[src/rtl/mem_pkg.sv]
// Shared definitions for the byte-wide memory port arbiter: address width,
// IO region decode value and the response-owner encoding.
package mem_pkg;

    localparam int         ADDR_W    = 18;
    localparam logic [1:0] IO_REGION = 2'b11;

    typedef enum logic [1:0] {
        OWN_NONE = 2'd0,
        OWN_DC   = 2'd1,
        OWN_IC   = 2'd2
    } owner_t;

endpackage

[src/rtl/mem_arbiter_if.sv]
// Bundle of requester, RAM-port and debug signals around mem_arbiter.
// slave = arbiter side, master = requesters plus RAM/IO side.
interface mem_arbiter_if
    import mem_pkg::*;
#(
    parameter int ADDR_W = mem_pkg::ADDR_W
) ();

    // Handshake: a requester raises get_en with addr (and write data) and holds
    // them unchanged until its out_en pulses; in that out_en cycle it may present
    // the next byte or drop get_en. out_en is a single-cycle strobe, one cycle
    // after the byte was issued, and read data is valid only while it is high.
    logic              rdy;
    logic              io_buffer_full;

    logic              dc_get_en;
    logic              dc_write;
    logic [ADDR_W-1:0] dc_addr;
    logic [7:0]        dc_wdata;
    logic              dc_out_en;
    logic [7:0]        dc_rdata;

    logic              ic_get_en;
    logic [ADDR_W-1:0] ic_addr;
    logic              ic_out_en;
    logic [7:0]        ic_rdata;

    logic [ADDR_W-1:0] ram_a;
    logic              ram_wr;
    logic [7:0]        ram_dout;
    logic [7:0]        ram_din;

    owner_t            dbg_resp_owner;

    modport slave (
        input  rdy, io_buffer_full,
        input  dc_get_en, dc_write, dc_addr, dc_wdata,
        output dc_out_en, dc_rdata,
        input  ic_get_en, ic_addr,
        output ic_out_en, ic_rdata,
        output ram_a, ram_wr, ram_dout,
        input  ram_din,
        output dbg_resp_owner
    );

    modport master (
        output rdy, io_buffer_full,
        output dc_get_en, dc_write, dc_addr, dc_wdata,
        input  dc_out_en, dc_rdata,
        output ic_get_en, ic_addr,
        input  ic_out_en, ic_rdata,
        input  ram_a, ram_wr, ram_dout,
        output ram_din,
        input  dbg_resp_owner
    );

endinterface

[src/rtl/mem_arbiter.sv]
// Byte-per-cycle arbiter sharing one RAM/IO port between dcache and icache.
// Optional icache starvation guard is built when MEM_ARB_STARVE_GUARD_EN is defined.
module mem_arbiter
    import mem_pkg::*;
#(
    parameter int ADDR_W = mem_pkg::ADDR_W
`ifdef MEM_ARB_STARVE_GUARD_EN
    ,
    parameter int STARVE_LIMIT = 16
`endif
) (
    input  logic          clk,
    input  logic          rst,
    mem_arbiter_if.slave  bus
);

    owner_t resp_owner;
    owner_t resp_owner_nxt;
    owner_t grant;
    logic   io_block;
    logic   force_ic;

    // A dc write into the IO region waits while the IO FIFO is full; icache may proceed.
    always_comb begin
        io_block = bus.dc_write
                 && (bus.dc_addr[ADDR_W-1 -: 2] == IO_REGION)
                 && bus.io_buffer_full;
    end

`ifdef MEM_ARB_STARVE_GUARD_EN
    localparam int CNT_W = $clog2(STARVE_LIMIT + 1);

    logic [CNT_W-1:0] starve_cnt;

    // Saturates one past LIMIT-1 so the forced grant survives rdy=0 cycles.
    always_ff @(posedge clk or posedge rst) begin
        if (rst) begin
            starve_cnt <= '0;
        end else if (!bus.ic_get_en || (grant == OWN_IC)) begin
            starve_cnt <= '0;
        end else if (starve_cnt != CNT_W'(STARVE_LIMIT)) begin
            starve_cnt <= starve_cnt + CNT_W'(1);
        end
    end

    always_comb begin
        force_ic = bus.ic_get_en && (starve_cnt == CNT_W'(STARVE_LIMIT));
    end
`else
    always_comb begin
        force_ic = 1'b0;
    end
`endif

    // Grant decision doubles as the next response owner.
    always_comb begin
        grant = OWN_NONE;
        if (!rst && bus.rdy) begin
            if (force_ic) begin
                grant = OWN_IC;
            end else if (bus.dc_get_en && !io_block) begin
                grant = OWN_DC;
            end else if (bus.ic_get_en) begin
                grant = OWN_IC;
            end
        end
        resp_owner_nxt = grant;
    end

    always_ff @(posedge clk or posedge rst) begin
        if (rst) begin
            resp_owner <= OWN_NONE;
        end else begin
            resp_owner <= resp_owner_nxt;
        end
    end

    always_comb begin
        bus.ram_a    = '0;
        bus.ram_wr   = 1'b0;
        bus.ram_dout = 8'h00;
        case (grant)
            OWN_DC: begin
                bus.ram_a    = bus.dc_addr;
                bus.ram_wr   = bus.dc_write;
                bus.ram_dout = bus.dc_write ? bus.dc_wdata : 8'h00;
            end
            OWN_IC: begin
                bus.ram_a = bus.ic_addr;
            end
            default: begin
                bus.ram_a = '0;
            end
        endcase
    end

    // Strobes follow the registered owner, so each byte completes exactly one cycle after issue.
    always_comb begin
        bus.dc_out_en      = (resp_owner == OWN_DC);
        bus.ic_out_en      = (resp_owner == OWN_IC);
        bus.dc_rdata       = bus.ram_din;
        bus.ic_rdata       = bus.ram_din;
        bus.dbg_resp_owner = resp_owner;
    end

    a_one_strobe : assert property (@(posedge clk) disable iff (rst)
        !(bus.dc_out_en && bus.ic_out_en));

    a_dout_idle_zero : assert property (@(posedge clk) disable iff (rst)
        !bus.ram_wr |-> (bus.ram_dout == 8'h00));

endmodule
[src/flat_wrapper.sv]
// flat-port wrapper written by rule: the top's interface ports become plain ports
module mem_arbiter_flat import mem_pkg::*;
#(
    parameter int ADDR_W = mem_pkg::ADDR_W

)
  (clk, rst, bus_rdy, bus_io_buffer_full, bus_dc_get_en, bus_dc_write, bus_dc_addr, bus_dc_wdata, bus_dc_out_en, bus_dc_rdata, bus_ic_get_en, bus_ic_addr, bus_ic_out_en, bus_ic_rdata, bus_ram_a, bus_ram_wr, bus_ram_dout, bus_ram_din, bus_dbg_resp_owner);
  mem_arbiter_if #(.ADDR_W(ADDR_W)) bus_i ();
  input  logic clk;
  input  logic rst;
  input wire logic [$bits(bus_i.rdy)-1:0] bus_rdy;
  input wire logic [$bits(bus_i.io_buffer_full)-1:0] bus_io_buffer_full;
  input wire logic [$bits(bus_i.dc_get_en)-1:0] bus_dc_get_en;
  input wire logic [$bits(bus_i.dc_write)-1:0] bus_dc_write;
  input wire logic [$bits(bus_i.dc_addr)-1:0] bus_dc_addr;
  input wire logic [$bits(bus_i.dc_wdata)-1:0] bus_dc_wdata;
  output wire logic [$bits(bus_i.dc_out_en)-1:0] bus_dc_out_en;
  output wire logic [$bits(bus_i.dc_rdata)-1:0] bus_dc_rdata;
  input wire logic [$bits(bus_i.ic_get_en)-1:0] bus_ic_get_en;
  input wire logic [$bits(bus_i.ic_addr)-1:0] bus_ic_addr;
  output wire logic [$bits(bus_i.ic_out_en)-1:0] bus_ic_out_en;
  output wire logic [$bits(bus_i.ic_rdata)-1:0] bus_ic_rdata;
  output wire logic [$bits(bus_i.ram_a)-1:0] bus_ram_a;
  output wire logic [$bits(bus_i.ram_wr)-1:0] bus_ram_wr;
  output wire logic [$bits(bus_i.ram_dout)-1:0] bus_ram_dout;
  input wire logic [$bits(bus_i.ram_din)-1:0] bus_ram_din;
  output wire logic [$bits(bus_i.dbg_resp_owner)-1:0] bus_dbg_resp_owner;
  assign bus_i.rdy = bus_rdy;
  assign bus_i.io_buffer_full = bus_io_buffer_full;
  assign bus_i.dc_get_en = bus_dc_get_en;
  assign bus_i.dc_write = bus_dc_write;
  assign bus_i.dc_addr = bus_dc_addr;
  assign bus_i.dc_wdata = bus_dc_wdata;
  assign bus_dc_out_en = bus_i.dc_out_en;
  assign bus_dc_rdata = bus_i.dc_rdata;
  assign bus_i.ic_get_en = bus_ic_get_en;
  assign bus_i.ic_addr = bus_ic_addr;
  assign bus_ic_out_en = bus_i.ic_out_en;
  assign bus_ic_rdata = bus_i.ic_rdata;
  assign bus_ram_a = bus_i.ram_a;
  assign bus_ram_wr = bus_i.ram_wr;
  assign bus_ram_dout = bus_i.ram_dout;
  assign bus_i.ram_din = bus_ram_din;
  assign bus_dbg_resp_owner = bus_i.dbg_resp_owner;
  mem_arbiter #(.ADDR_W(ADDR_W)) u_core (.clk(clk), .rst(rst), .bus(bus_i));
endmodule
[config.mk]
export PLATFORM = sky130hd
export DESIGN_NAME = mem_arbiter_flat
export DESIGN_NICKNAME = d
export VERILOG_FILES = /design/src/rtl/mem_pkg.sv /design/src/rtl/mem_arbiter_if.sv /design/src/rtl/mem_arbiter.sv /design/src/flat_wrapper.sv
export SDC_FILE = /design/constraint.sdc
export NUM_CORES = 1
export LEC_CHECK = 0
export ABC_AREA = 1
export BUFFER_PORTS_ARGS = -buffer_cell sky130_fd_sc_hd__buf_4
export CAP_MARGIN = 20
export CORE_UTILIZATION = 30
export DETAILED_ROUTE_END_ITERATION = 7
export PLACE_DENSITY_LB_ADDON = 0.05
export SLEW_MARGIN = 20
export SYNTH_ARGS = -nofsm -noshare
export SYNTH_HDL_FRONTEND = slang
export SYNTH_SLANG_ARGS = --single-unit
[constraint.sdc]
create_clock -name clk -period 3 [get_ports clk]
set_input_delay 0.3 -clock clk [delete_from_list [all_inputs] [get_ports clk]]
set_output_delay 0.3 -clock clk [all_outputs]
set_load 0.02 [all_outputs]
# Word level (Yosys, flattened, before mapping)
# Index checks and enable logic that the tools add are counted.
[word_totals] register_bits=2 inputBits=59 output_inout_bits=47 word_cells=19
[classes] n_eq_ne=5 mux=7 reduce_logical=6
[op_table] operator="$pmux W18 S2" n=1
[op_table] operator="$mux W8" n=2
[op_table] operator="$eq A2 B2 Y1 const B" n=3
[op_table] operator="$mux W2" n=3
[op_table] operator="$eq A2 B1 Y1 const B" n=2
[op_table] operator="$logic_and A1 B1 Y1" n=4
[op_table] operator="$logic_not A1 Y1" n=2
[op_table] operator="$mux W1" n=1

# Longest topological paths before layout
[depth] word_depth=9 ltp_mapped=11 mapped_depth_nobuf=9

# Least setup slack after synthesis
# Ideal clock, no wire load.
[synth_timing] path_kind="input -> output" start="input port rst" end="output port bus_ram_a[11]" arrival_ns=1.595 required_time_ns=2.700 setup_slack_ns=1.105 cell_stages=9 n_path_buf=2 path_cell_list="inv_1 > nand2_1 > inv_1 > nand2_1 > nor2_1 > ha_1 > buf_4 > buf_4 > a21oi_1"
[synth_between] elab_chain_cells=5 elab_cells_between_ends=6 classes_between="eq/ne: 2; mux: 2; reduce/logical: 2"
[synth_rtl] element="from (decl)" line_no="flat_wrapper.sv:10" text="input logic rst;"
[synth_rtl] element="$logic_not A1 Y1 (*)" line_no="mem_arbiter.sv:58" text="if (!rst && bus.rdy) begin"
[synth_rtl] element="$logic_and A1 B1 Y1 (*)" line_no="mem_arbiter.sv:58"
[synth_rtl] element="$mux W2 (*)" line_no="mem_arbiter.sv:58"
[synth_rtl] element="named net u_core.grant[1]" line_no="mem_arbiter.sv:19" text="owner_t grant;"
[synth_rtl] element="$eq A2 B2 Y1 or $eq A2 B1 Y1 (tied branches)" line_no="mem_arbiter.sv:82" text="case (grant)"
[synth_rtl] element="$pmux W18 S2 (*)" line_no="mem_arbiter.sv:82"
[synth_rtl] element="to (decl)" line_no="flat_wrapper.sv:23" text="output wire logic [$bits(bus_i.ram_a)-1:0] bus_ram_a;"
# The timed path passes the listed nets; every way through them passes the cells marked *.

# Worst setup path after layout
[layout_timing] start="input port rst" end="output port bus_ram_a[16]"
# Same word-level chain as after synthesis.

==> run summary <==
Finish-stage setup viols -> 0
Hold Fails Final Rpt -> 0
Critical Path End Type -> output port
Inserted Clock Buffers -> 3
Die Span X -> 48.9 µm
Die H -> 48.9 µm
Largest net degree at the start of global routing -> 20
Fin. max-slew vios -> 0
DP HPWL -> 1560 µm
RePlAce Congestion -> 0.664
H-tree levels -> 1
Met3 GRT Util -> 0.0125
Crit Path Category -> primary input to output port
Post-Synthesis Cells -> 117
DR vias -> 867
CP max FO -> 18
CTS Root Buffer Type -> clkbuf_4
Sequential share of the synthesized area -> 0.0758
Mean Syn Cell Area -> 5.65 µm²
Num Clock Sinks -> 2
Detailed Routing Iterations Pass 1 -> 3
Crit path max-delay family -> buffers and inverters
Pwr Total -> 0.190 mW
Gr busiest metal -> met2
M1 GR Usage -> 0.196
Final Cell Area -> 1150 µm²
Slowest-stage cell, CP -> ha_1
Met2 Usage GRT -> 0.271
Data required time of the worst path -> 2700 ps
Port Buf Inserts -> 81
Share of layout cells above drive strength 1 -> 0.528
GRT Overall Usage -> 0.155
Antenna diode count -> 0
CTS max path bufs -> 2
Normalized max-slew margin -> 0.539
Critical Path Sink -> bus_ram_a[16]
Worst stage delay on the critical path -> 560 ps
#FFs+latches synth -> 2
P&R area growth vs syn -> 74.4%
Period utilisation layout -> 0.909
Stages on the worst setup path -> 11
Final Critical Period -> 2730 ps
CP Launch Type -> primary input
Initial antenna violation count -> 0
CP Buf/Inv Count -> 5
Core area -> 2020 µm²
Setup TNS -> 0 ps
Vias in the first global route -> 763
Dpl cell area -> 1120 µm²
Max reg flops -> 2
Final nets -> 243
DRC -> 0
Clock transition at the registers of the reported paths -> 30 ps
Detailed Route WL -> 1950 µm
Worst setup path start -> rst
Syn. warnings -> 0
Syn Std Cell Area -> 661 µm²
I/O Pins -> 106
Die area -> 2390 µm²
Crit path DAT -> 2430 ps
Classification of the worst-slack hold path -> primary input to register
Antenna-violating nets left -> 0
Static leakage -> 0.625 nW
Gr ovfl total -> 0
Worst-Margin Slew -> 691 ps
First-pass GRT wire length -> 3050 µm
Layout fillers -> 191
TritonCTS clock tree -> yes
Status -> finished, final reports clean
Max-Cap Viols -> 0
Initial core utilization -> 0.327
Pwr dens -> 165 nW/µm²
Iteration-0 DRC Markers -> 10
Vias/cell -> 4.19
DR WL/cell -> 9.42 µm
FMAX -> 367 MHz
RSZ-0062 raised after global routing -> false
Worst-path cell chain -> dlygate4sd3_1 > buf_4 > inv_1 > nand2_1 > inv_1 > nand2_1 > nor2_1 > ha_1 > nand2_1 > a21oi_1 > buf_4
Post-synthesis net count -> 178
Row cnt -> 16
Critical Path Most Common Cell -> nand2_1
Cell variety after synth -> 12
Worst vdd ir -> 0.000104 V
repair_timing:
action	in CTS	in global routing
endpoints found under the hold margin	2	0
setup endpoints to repair	0	7
resized for setup	0	1
buffers inserted	0	0
hold buffers	1	0
cell usage after synthesis (all sizes together):
cell type | count | area share
ha | 2 | 0.038
nor2 | 14 | 0.080
a21oi | 18 | 0.18
inv | 15 | 0.085
nand2 | 43 | 0.25
dfrtp | 2 | 0.076
o21ai | 1 | 0.0076
buf | 22 | 0.28
area by class of cell:
class	count	area, µm²	share of cell area
Inverter	15	56.3	0.0489
Timing Repair Buffer	82	618	0.536
Sequential cell	2	50.0	0.0434
Clock buffer	3	22.5	0.0195
Tap cell	27	33.8	0.0293
Multi-Input combinational cell	78	372	0.322
metrics by stage:
stage	cells	setup slack (ps)	hold slack, ps	utilization
final	207	272	365	0.570
after global routing	207	46.6	378	0.570
after CTS	207	222	366	0.569
after detailed placement	203	750	170	0.553
after global placement	203	780	170	0.553
after floorplan	117	1110	49.3	-
power breakdown:
group	internal, mW	switching (mW)	leakage, nW	total [mW]
registers	0.0281	0.000602	0.0272	0.0287
logic	0.0580	0.0425	0.584	0.101
clock network	0.0442	0.0163	0.0138	0.0604
worst min-delay path by stage:
stage / start / endpoint / slack (ps) / cells past startpoint
2_1_floorplan: rst / u_core.bus.dbg_resp_owner[0] / 50 / 1
3_3_place_gp: rst / u_core.bus.dbg_resp_owner[0] / 170 / 2
3_5_place_dp: rst / u_core.bus.dbg_resp_owner[0] / 170 / 2
4_1_cts: bus_rdy / u_core.bus.dbg_resp_owner[0] / 370 / 3
5_1_grt: bus_ic_get_en / u_core.bus.dbg_resp_owner[1] / 380 / 3
6_report: bus_rdy / u_core.bus.dbg_resp_owner[0] / 360 / 3
routing by layer:
layer	wire [µm]	vias to the layer above
met5	0	-
met2	934	52
li1	-	462
met4	21	0
met1	804	349
met3	188	4
cells in the final DEF (no fill, tap or decap), drive strengths merged:
cell / count
dlygate4sd3: 1
nand2: 43
nor2: 14
ha: 2
a21oi: 18
o21ai: 1
inv: 15
dfrtp: 2
clkbuf: 3
buf: 81
cell families (layout without fill, tap and decap cells):
kind of cell / after synthesis / in the layout / share of synthesized area
flops: 2 / 2 / 0.0758
fa+ha+maj: 2 / 2 / 0.0379
buf+inv: 37 / 100 / 0.366
simple gates: 57 / 57 / 0.331
compound gates: 19 / 19 / 0.189
(Power assumes the default switching activity.)
